<file path="config.mk">
export PLATFORM = sky130hd
export DESIGN_NAME = universal_shift_reg_flat
export DESIGN_NICKNAME = d
export VERILOG_FILES = /design/src/rtl/universal_shift_reg_if.sv /design/src/rtl/universal_shift_reg.sv /design/src/flat_wrapper.sv
export SDC_FILE = /design/constraint.sdc
export NUM_CORES = 1
export LEC_CHECK = 0
export CAP_MARGIN = 20
export CORE_MARGIN = 5
export CORE_UTILIZATION = 45
export CTS_BUF_LIST = sky130_fd_sc_hd__clkbuf_4 sky130_fd_sc_hd__clkbuf_8
export DETAILED_ROUTE_END_ITERATION = 10
export PLACE_DENSITY_LB_ADDON = 0.15
export SYNTH_ARGS = -nofsm -noshare
export SYNTH_HDL_FRONTEND = slang
export SYNTH_SLANG_ARGS = --single-unit
</file>
<file path="constraint.sdc">
create_clock -name clk -period 1.85 [get_ports clk]
set_input_delay 0.37 -clock clk [delete_from_list [all_inputs] [get_ports clk]]
set_output_delay 0.37 -clock clk [all_outputs]
set_load 0.02 [all_outputs]
</file>
<file path="src/rtl/universal_shift_reg_if.sv">
// rtl/universal_shift_reg_if.sv - control, data and status bundle for universal_shift_reg
interface universal_shift_reg_if #(
  parameter int WIDTH = 8,
  parameter int CNT_W = 8
);
  logic             en;
  logic [2:0]       mode;
  logic [WIDTH-1:0] d;
  logic             sin_r;
  logic             sin_l;
  logic [WIDTH-1:0] q;
  logic [WIDTH-1:0] q_not;
  logic             sout_r;
  logic             sout_l;
  logic [CNT_W-1:0] shift_cnt;
  logic             cnt_sat;

  modport master (
    output en, mode, d, sin_r, sin_l,
    input  q, q_not, sout_r, sout_l, shift_cnt, cnt_sat
  );

  modport slave (
    input  en, mode, d, sin_r, sin_l,
    output q, q_not, sout_r, sout_l, shift_cnt, cnt_sat
  );
endinterface

</file>
<file path="src/rtl/universal_shift_reg.sv">
// rtl/universal_shift_reg.sv - WIDTH-bit universal shift register with saturating shift counter
module universal_shift_reg #(
  parameter int               WIDTH     = 8,
  parameter logic [WIDTH-1:0] RESET_VAL = {WIDTH{1'b0}},
  parameter int               CNT_W     = 8
) (
  input logic                  clk,
  input logic                  rst,
  universal_shift_reg_if.slave bus
);
  localparam logic [2:0] MODE_HOLD   = 3'b000;
  localparam logic [2:0] MODE_SHR    = 3'b001;
  localparam logic [2:0] MODE_SHL    = 3'b010;
  localparam logic [2:0] MODE_LOAD   = 3'b011;
  localparam logic [2:0] MODE_ROR    = 3'b100;
  localparam logic [2:0] MODE_ROL    = 3'b101;
  localparam logic [2:0] MODE_CLEAR  = 3'b110;
  localparam logic [2:0] MODE_PRESET = 3'b111;

  logic [WIDTH-1:0] q_reg;
  logic [WIDTH-1:0] q_next;
  logic [CNT_W-1:0] cnt_reg;
  logic [CNT_W-1:0] cnt_next;
  logic [CNT_W-1:0] cnt_inc;

  // Counter sticks at all-ones instead of wrapping.
  assign cnt_inc = (cnt_reg == {CNT_W{1'b1}}) ? cnt_reg : cnt_reg + CNT_W'(1);

  always_comb begin
    q_next   = q_reg;
    cnt_next = cnt_reg;
    if (bus.en) begin
      case (bus.mode)
        MODE_HOLD: begin
          q_next   = q_reg;
          cnt_next = cnt_reg;
        end
        MODE_SHR: begin
          q_next   = {bus.sin_r, q_reg[WIDTH-1:1]};
          cnt_next = cnt_inc;
        end
        MODE_SHL: begin
          q_next   = {q_reg[WIDTH-2:0], bus.sin_l};
          cnt_next = cnt_inc;
        end
        MODE_LOAD: begin
          q_next   = bus.d;
          cnt_next = '0;
        end
        MODE_ROR: begin
          q_next   = {q_reg[0], q_reg[WIDTH-1:1]};
          cnt_next = cnt_inc;
        end
        MODE_ROL: begin
          q_next   = {q_reg[WIDTH-2:0], q_reg[WIDTH-1]};
          cnt_next = cnt_inc;
        end
        MODE_CLEAR: begin
          q_next   = '0;
          cnt_next = '0;
        end
        MODE_PRESET: begin
          q_next   = RESET_VAL;
          cnt_next = '0;
        end
        // An unresolved mode falls through to hold.
        default: begin
          q_next   = q_reg;
          cnt_next = cnt_reg;
        end
      endcase
    end
  end

  always_ff @(posedge clk or negedge rst) begin
    if (!rst) begin
      q_reg   <= RESET_VAL;
      cnt_reg <= '0;
    end else begin
      q_reg   <= q_next;
      cnt_reg <= cnt_next;
    end
  end

  assign bus.q         = q_reg;
  assign bus.q_not     = ~q_reg;
  assign bus.sout_r    = q_reg[0];
  assign bus.sout_l    = q_reg[WIDTH-1];
  assign bus.shift_cnt = cnt_reg;
  assign bus.cnt_sat   = (cnt_reg == {CNT_W{1'b1}});
endmodule

</file>
<file path="src/flat_wrapper.sv">
// flat-port wrapper written by rule: the top's interface ports become plain ports
module universal_shift_reg_flat 
#(
  parameter int               WIDTH     = 8,
  parameter logic [WIDTH-1:0] RESET_VAL = {WIDTH{1'b0}},
  parameter int               CNT_W     = 8
)
  (clk, rst, bus_en, bus_mode, bus_d, bus_sin_r, bus_sin_l, bus_q, bus_q_not, bus_sout_r, bus_sout_l, bus_shift_cnt, bus_cnt_sat);
  universal_shift_reg_if #(.WIDTH(WIDTH), .CNT_W(CNT_W)) bus_i ();
  input logic clk;
  input logic rst;
  input wire logic [$bits(bus_i.en)-1:0] bus_en;
  input wire logic [$bits(bus_i.mode)-1:0] bus_mode;
  input wire logic [$bits(bus_i.d)-1:0] bus_d;
  input wire logic [$bits(bus_i.sin_r)-1:0] bus_sin_r;
  input wire logic [$bits(bus_i.sin_l)-1:0] bus_sin_l;
  output wire logic [$bits(bus_i.q)-1:0] bus_q;
  output wire logic [$bits(bus_i.q_not)-1:0] bus_q_not;
  output wire logic [$bits(bus_i.sout_r)-1:0] bus_sout_r;
  output wire logic [$bits(bus_i.sout_l)-1:0] bus_sout_l;
  output wire logic [$bits(bus_i.shift_cnt)-1:0] bus_shift_cnt;
  output wire logic [$bits(bus_i.cnt_sat)-1:0] bus_cnt_sat;
  assign bus_i.en = bus_en;
  assign bus_i.mode = bus_mode;
  assign bus_i.d = bus_d;
  assign bus_i.sin_r = bus_sin_r;
  assign bus_i.sin_l = bus_sin_l;
  assign bus_q = bus_i.q;
  assign bus_q_not = bus_i.q_not;
  assign bus_sout_r = bus_i.sout_r;
  assign bus_sout_l = bus_i.sout_l;
  assign bus_shift_cnt = bus_i.shift_cnt;
  assign bus_cnt_sat = bus_i.cnt_sat;
  universal_shift_reg #(.WIDTH(WIDTH), .RESET_VAL(RESET_VAL), .CNT_W(CNT_W)) u_core (.clk(clk), .rst(rst), .bus(bus_i));
endmodule
</file>
==> run metrics, run 1 <==
status finished, final reports clean; power density over the cells around 740 nW/µm²; CP max stage cell clkdlybuf4s50_1; Antenna Nets Post-Route 0; Final Core Density between 70% and 80%; CP top delay family buffers and inverters; Die ar. 3650 µm²; Ys Warns 0; post-synth top area cell dfrtp_1; Hold WC Path Type in2async; top_reg_cell synth dfrtp_1; final std cells w/o fill about 230; Post-synth top cells a21oi_1 (22), dfrtp_1 (16), nand2_1 (10), nor2_1 (10), inv_1 (8); Die Ht ~60 µm; FFs w/ async S/R, synth 100%; Worst-path clk slew 110 ps; Post-route DRC 0; wire per inst between 15 and 20 µm; placed instance count between 200 and 250; RSZ-0062 raised after global routing no; Worst Slack Setup Final about 45 ps; Max-Cap Viols 0; syn nets around 160; top cells by area, synth dfrtp_1 (35%), a21oi_1 (9.6%), o22a_1 (5.4%); final-report setup violation count 0; Worst Path Arrival between 1000 and 1500 ps; Vias/cell slightly below 6; CP Class reg2out; share of cells above drive strength 1 between 20% and 30%; Die X between 60 and 70 µm; Via Count 1,334; Worst-Skew Late Latency slightly below 300 ps; initial core utilization between 40% and 50%; GP Congestion 0.840; number of synthesized flops with an enable pin 0; vias in the first global route 1,267; Port-buffer cells 42; core region area between 2000 and 2500 µm²; Post-Syn Instances about 140; initial antenna violation count 0; post-route setup TNS 0 ps; Final period util between 90% and 100%; grt ovf 0; critical path cell sequence inv_1, clkdlybuf4s50_1; clk_skew between 1 and 1.5 ps; largest net degree at the start of global routing 17; fmax around 0.55 GHz; minimum clock period 1810 ps; CTS Buffer Depth 2; Root Driver clkbuf_4; drt total wl 3.54 mm; Buf/Inv on CP 2; most common cell in the synthesized netlist a21oi_1; top cell type's share of synthesized area around a third; Syn Area/Cell ~8.3 µm²; placement row count 18; length of the first detailed-routing pass in iterations 4; total power ~1.3 mW; CP max stage delay around 600 ps; Max transition margin between 70% and 80%; fill count ~200; HPWL Detailed between 2 and 3 mm; synth unique cells 41; Worst VDD drop 0.000513 V; FF+latch count, synth 16; final-stage net count ~220; Ports 43; synthesis-to-finish area growth 55.5%; CTS tree yes; final hold viol count 0; Post-Syn Area approximately 1100 µm²; CP Max Fanout 5; Setup crit end kind primary output; global-route wire length before repair roughly 6 mm; CP Launch Type register; Starting DRT DRC Count 59; CTS H-tree lvls 1; CTS Hold Bufs 0; Leak 0.828 nW; sequential share of the synthesized area around a third; TritonCTS Buffers 3; Slew Limit Fails 0; worst slew pin tran a little over 300 ps; gr usage total between 20% and 30%; antenna cells 0; clock tree sinks 16; post-place setup slack -61.3 ps; required time of the critical path around 1500 ps
[worst reg2reg max path, cell delays in order (launching register included)]
cell      delay, ps
dfrtp_1         390
ha_1            210
nand3_1          80
or2_4           140
clkinv_2         50
buf_4           150
nor4b_1         290
a211oi_1        100
[cell families after synthesis]
logic type,after synthesis,synth area share [%]
multiplexers,2,1.75
AO/OA/AOI/OAI,55,33.0
buffers and inverters,20,7.89
AND/OR/NAND/NOR,42,19.3
flip-flops,16,35.0
adder cells (fa/ha/maj),3,3.07
[power by group]
part	total [mW]	internal (mW)	switching (mW)
logic	0.625	0.313	0.312
clock network	0.248	0.120	0.128
registers	0.450	0.398	0.0520
total	1.32	0.831	0.492
[worst paths after layout]
path,from,to,slack [ps],depth (start not counted)
min,rst,u_core.bus.q[7]$_DFFE_PN0P_,390,2
min reg2reg,u_core.bus.q[4]$_DFFE_PN0P_,u_core.bus.q[4]$_DFFE_PN0P_,600,1
max,u_core.bus.q[5]$_DFFE_PN0P_,bus_q_not[5],40,2
min in group clk,u_core.bus.q[4]$_DFFE_PN0P_,u_core.bus.q[4]$_DFFE_PN0P_,600,1
max in group asynchronous,rst,u_core.bus.q[3]$_DFFE_PN0P_,1270,2
max reg2reg,u_core.bus.shift_cnt[0]$_DFFE_PN0P_,u_core.bus.shift_cnt[1]$_DFFE_PN0P_,330,7
[routing by layer]
metal	track usage, %	vias up	wire [µm]
li1	-	627	-
met1	29.4	639	1550
met2	32.4	66	1670
met3	3.19	2	312
met4	7.59	0	19
met5	0	-	0
[what timing repair did]
action	CTS	global route
setup buffers	0	0
endpoints found under the hold margin	0	0
gates resized for setup	3	6
gates cloned	0	0
endpoints found under the setup margin	1	6
[cell usage in the layout (no fill, tap or decap), types with 2 or more instances in the layout]
| master | netlist | routed |
|---|---|---|
| a2bb2oi_1 | 4 | 4 |
| clkdlybuf4s50_1 | 0 | 36 |
| and2_1 | 3 | 3 |
| nor2_1 | 10 | 10 |
| maj3_2 | 2 | 2 |
| inv_1 | 8 | 8 |
| o22a_1 | 7 | 7 |
| buf_4 | 3 | 25 |
| clkbuf_4 | 0 | 3 |
| o211ai_1 | 6 | 6 |
| nor2_2 | 2 | 2 |
| dfrtp_1 | 16 | 16 |
| nor3_1 | 2 | 2 |
| a211oi_1 | 2 | 2 |
| nand4_1 | 2 | 2 |
| dlymetal6s2s_1 | 0 | 5 |
| o21ai_0 | 4 | 4 |
| a21oi_1 | 22 | 22 |
| nand3_1 | 3 | 3 |
| nor2b_1 | 2 | 2 |
| nand2_1 | 10 | 10 |
| mux2i_1 | 2 | 2 |
[per-stage QoR]
| stage | hold slack, ps | instance area (µm²) |
|---|---|---|
| 2_1_floorplan | 74.4 | 1140 |
| 3_3_place_gp | 561 | 1730 |
| 3_5_place_dp | 582 | 1730 |
| 4_1_cts | 399 | 1770 |
| 5_1_grt | 421 | 1780 |
| 6_report | 392 | 1780 |
[cell type report]
type                    instances  area [µm²]  area share [%]
multi-input cells             102         652            36.7
repair buffers                 67         616            34.6
flip-flops and latches         16         400            22.5
well taps                      30        37.5            2.11
clock buffers                   4        36.3            2.04
inverters                       9        35.0            1.97
Note: power is estimated with default switching activity, not from simulation.
==> inputs of run 2 (changes only) <==
==> constraint.sdc (replaced) <==
create_clock -name clk -period 1.85 [get_ports clk]
set_input_delay 0.37 -clock clk [delete_from_list [all_inputs] [get_ports clk]]
set_output_delay 0.37 -clock clk [all_outputs]
set_load 0.1 [all_outputs]
==> run metrics, run 2 (same netlist as run 1, synthesis figures left out) <==
status finished, final reports clean; Die ar. ~3600 µm²; Antenna Nets Post-Route 0; Worst Path Arrival about 1500 ps; antenna cells 0; Die X around 60 µm; HPWL Detailed 2.91 mm; required time of the critical path 1480 ps; Worst VDD drop approximately 0.001 V; final-report setup violation count 0; largest net degree at the start of global routing 17; Port-buffer cells 42; Worst-path clk slew roughly 100 ps; placement row count 18; Slew Limit Fails 0; Via Count about 1.4k; power density over the cells between 1000 and 1500 nW/µm²; core region area approximately 2500 µm²; TritonCTS Buffers 3; CP Launch Type register; R2R cell count 7; Post-DP Area roughly 2000 µm²; Root Driver clkbuf_4; global-route wire length before repair 6.60 mm; CTS H-tree lvls 1; Max-Cap Viols 0; drt total wl approximately 4 mm; synthesis-to-finish area growth 83.8%; share of cells above drive strength 1 roughly 44%; clk_skew approximately 5.0 ps; initial antenna violation count 0; CTS tree yes; Worst-Skew Late Latency roughly 300 ps; worst slew pin tran 316 ps; Vias/cell just over 6; Reg-to-Reg End u_core.bus.shift_cnt[1]$_DFFE_PN0P_; length of the first detailed-routing pass in iterations 4; total power between 2 and 2.5 mW; clock tree sinks 16; final-stage net count 213; Starting DRT DRC Count roughly 90; RSZ-0062 raised after global routing yes; most frequent cells in the layout buf_12 (27), a21oi_1 (22), buf_4 (22), clkdlybuf4s50_1 (15); Ports 43; final std cells w/o fill between 200 and 250; GP Congestion about 0.89; Worst R2R Start u_core.bus.shift_cnt[1]$_DFFE_PN0P_; vias in the first global route around 1.4k; CP Max Fanout 2; Setup crit end kind primary output; Leak approximately 0.86 nW; fmax between 0.5 and 0.6 GHz; Reg2Reg Setup Slack around 260 ps; Final Core Density 85.5%; gr usage total 24.0%; commonest non-fill, non-tap cell in the layout buf_12; grt ovf 0; placed instance count between 200 and 250; Post-route DRC 0; Final period util a little over nine tenths; minimum clock period 1820 ps; Hold WC Path Type in2async; wire per inst roughly 18 µm; CP Class reg2out; initial core utilization between 40% and 50%; Die Ht 60.4 µm; final instance area between 2000 and 2500 µm²; Max transition margin a little under 80%; final hold viol count 0; CTS Buffer Depth 2
## run 2: changes by cell type in the layout (fill, tap and decap cells not counted), moves of 3 or more
cell | before | now
dlymetal6s2s_1 | 5 | 0
inv_1 | 8 | 3
clkdlybuf4s50_1 | 36 | 15
dfrtp_1 | 16 | 0
dfrtp_4 | 0 | 6
dfrtp_2 | 0 | 10
buf_4 | 25 | 22
clkinvlp_4 | 0 | 5
buf_12 | 0 | 27
## run 2: worst max-delay path by stage
stage | start | to | cells past startpoint
4_1_cts | u_core.bus.shift_cnt[1]$_DFFE_PN0P_ | bus_cnt_sat | 5
6_report | u_core.bus.shift_cnt[1]$_DFFE_PN0P_ | bus_cnt_sat | 5
5_1_grt | u_core.bus.shift_cnt[1]$_DFFE_PN0P_ | bus_cnt_sat | 5
3_3_place_gp | bus_mode[1] | u_core.bus.q[2]$_DFFE_PN0P_ | 6
3_5_place_dp | bus_mode[1] | u_core.bus.q[2]$_DFFE_PN0P_ | 6
2_1_floorplan | u_core.bus.shift_cnt[0]$_DFFE_PN0P_ | u_core.bus.shift_cnt[1]$_DFFE_PN0P_ | 6
## run 2: area by class of cell
class                      count  area [µm²]
inverter                       9        65.1
tap                           30        37.5
clock buffer                   4        36.3
fill                         150         355
sequential                    16         435
multi-input combinational    102         669
timing repair buffer          64         856
## run 2: timing repair
item	4_1_cts	5_1_grt
resized for setup	3	0
pin swaps	2	1
endpoints found under the setup margin	1	1
hold buffers	0	0
buffers inserted	4	4
## run 2: layer usage
layer	vias to the layer above	routed length (µm)	GRT usage (%)
met3	10	310	6.17
met4	0	74	8.23
met1	664	1620	30.4
met2	73	2060	39.8
met5	-	0	0
li1	618	-	-
## run 2: report_power, final
group          leakage (nW)  internal [mW]  switching (mW)
Combinational         0.658          0.509           0.857
Sequential            0.179          0.419           0.113
Clock                0.0210          0.120           0.121
## run 2: critical path, stage by stage, from the launching register on
cell and delay [ps]:
dfrtp_4 440, ha_4 140, nand3_2 60, or2_4 280, clkinv_8 60, buf_12 160
## run 2: metrics by stage
stage                     TNS [ps]  hold WS [ps]  setup WS [ps]
after floorplan                  0          74.4           54.9
after global placement           0           569           38.1
after detailed placement     -61.1           577          -36.2
after CTS                        0           388           4.61
after global routing         -26.2           384          -26.2
final                            0           384           33.2
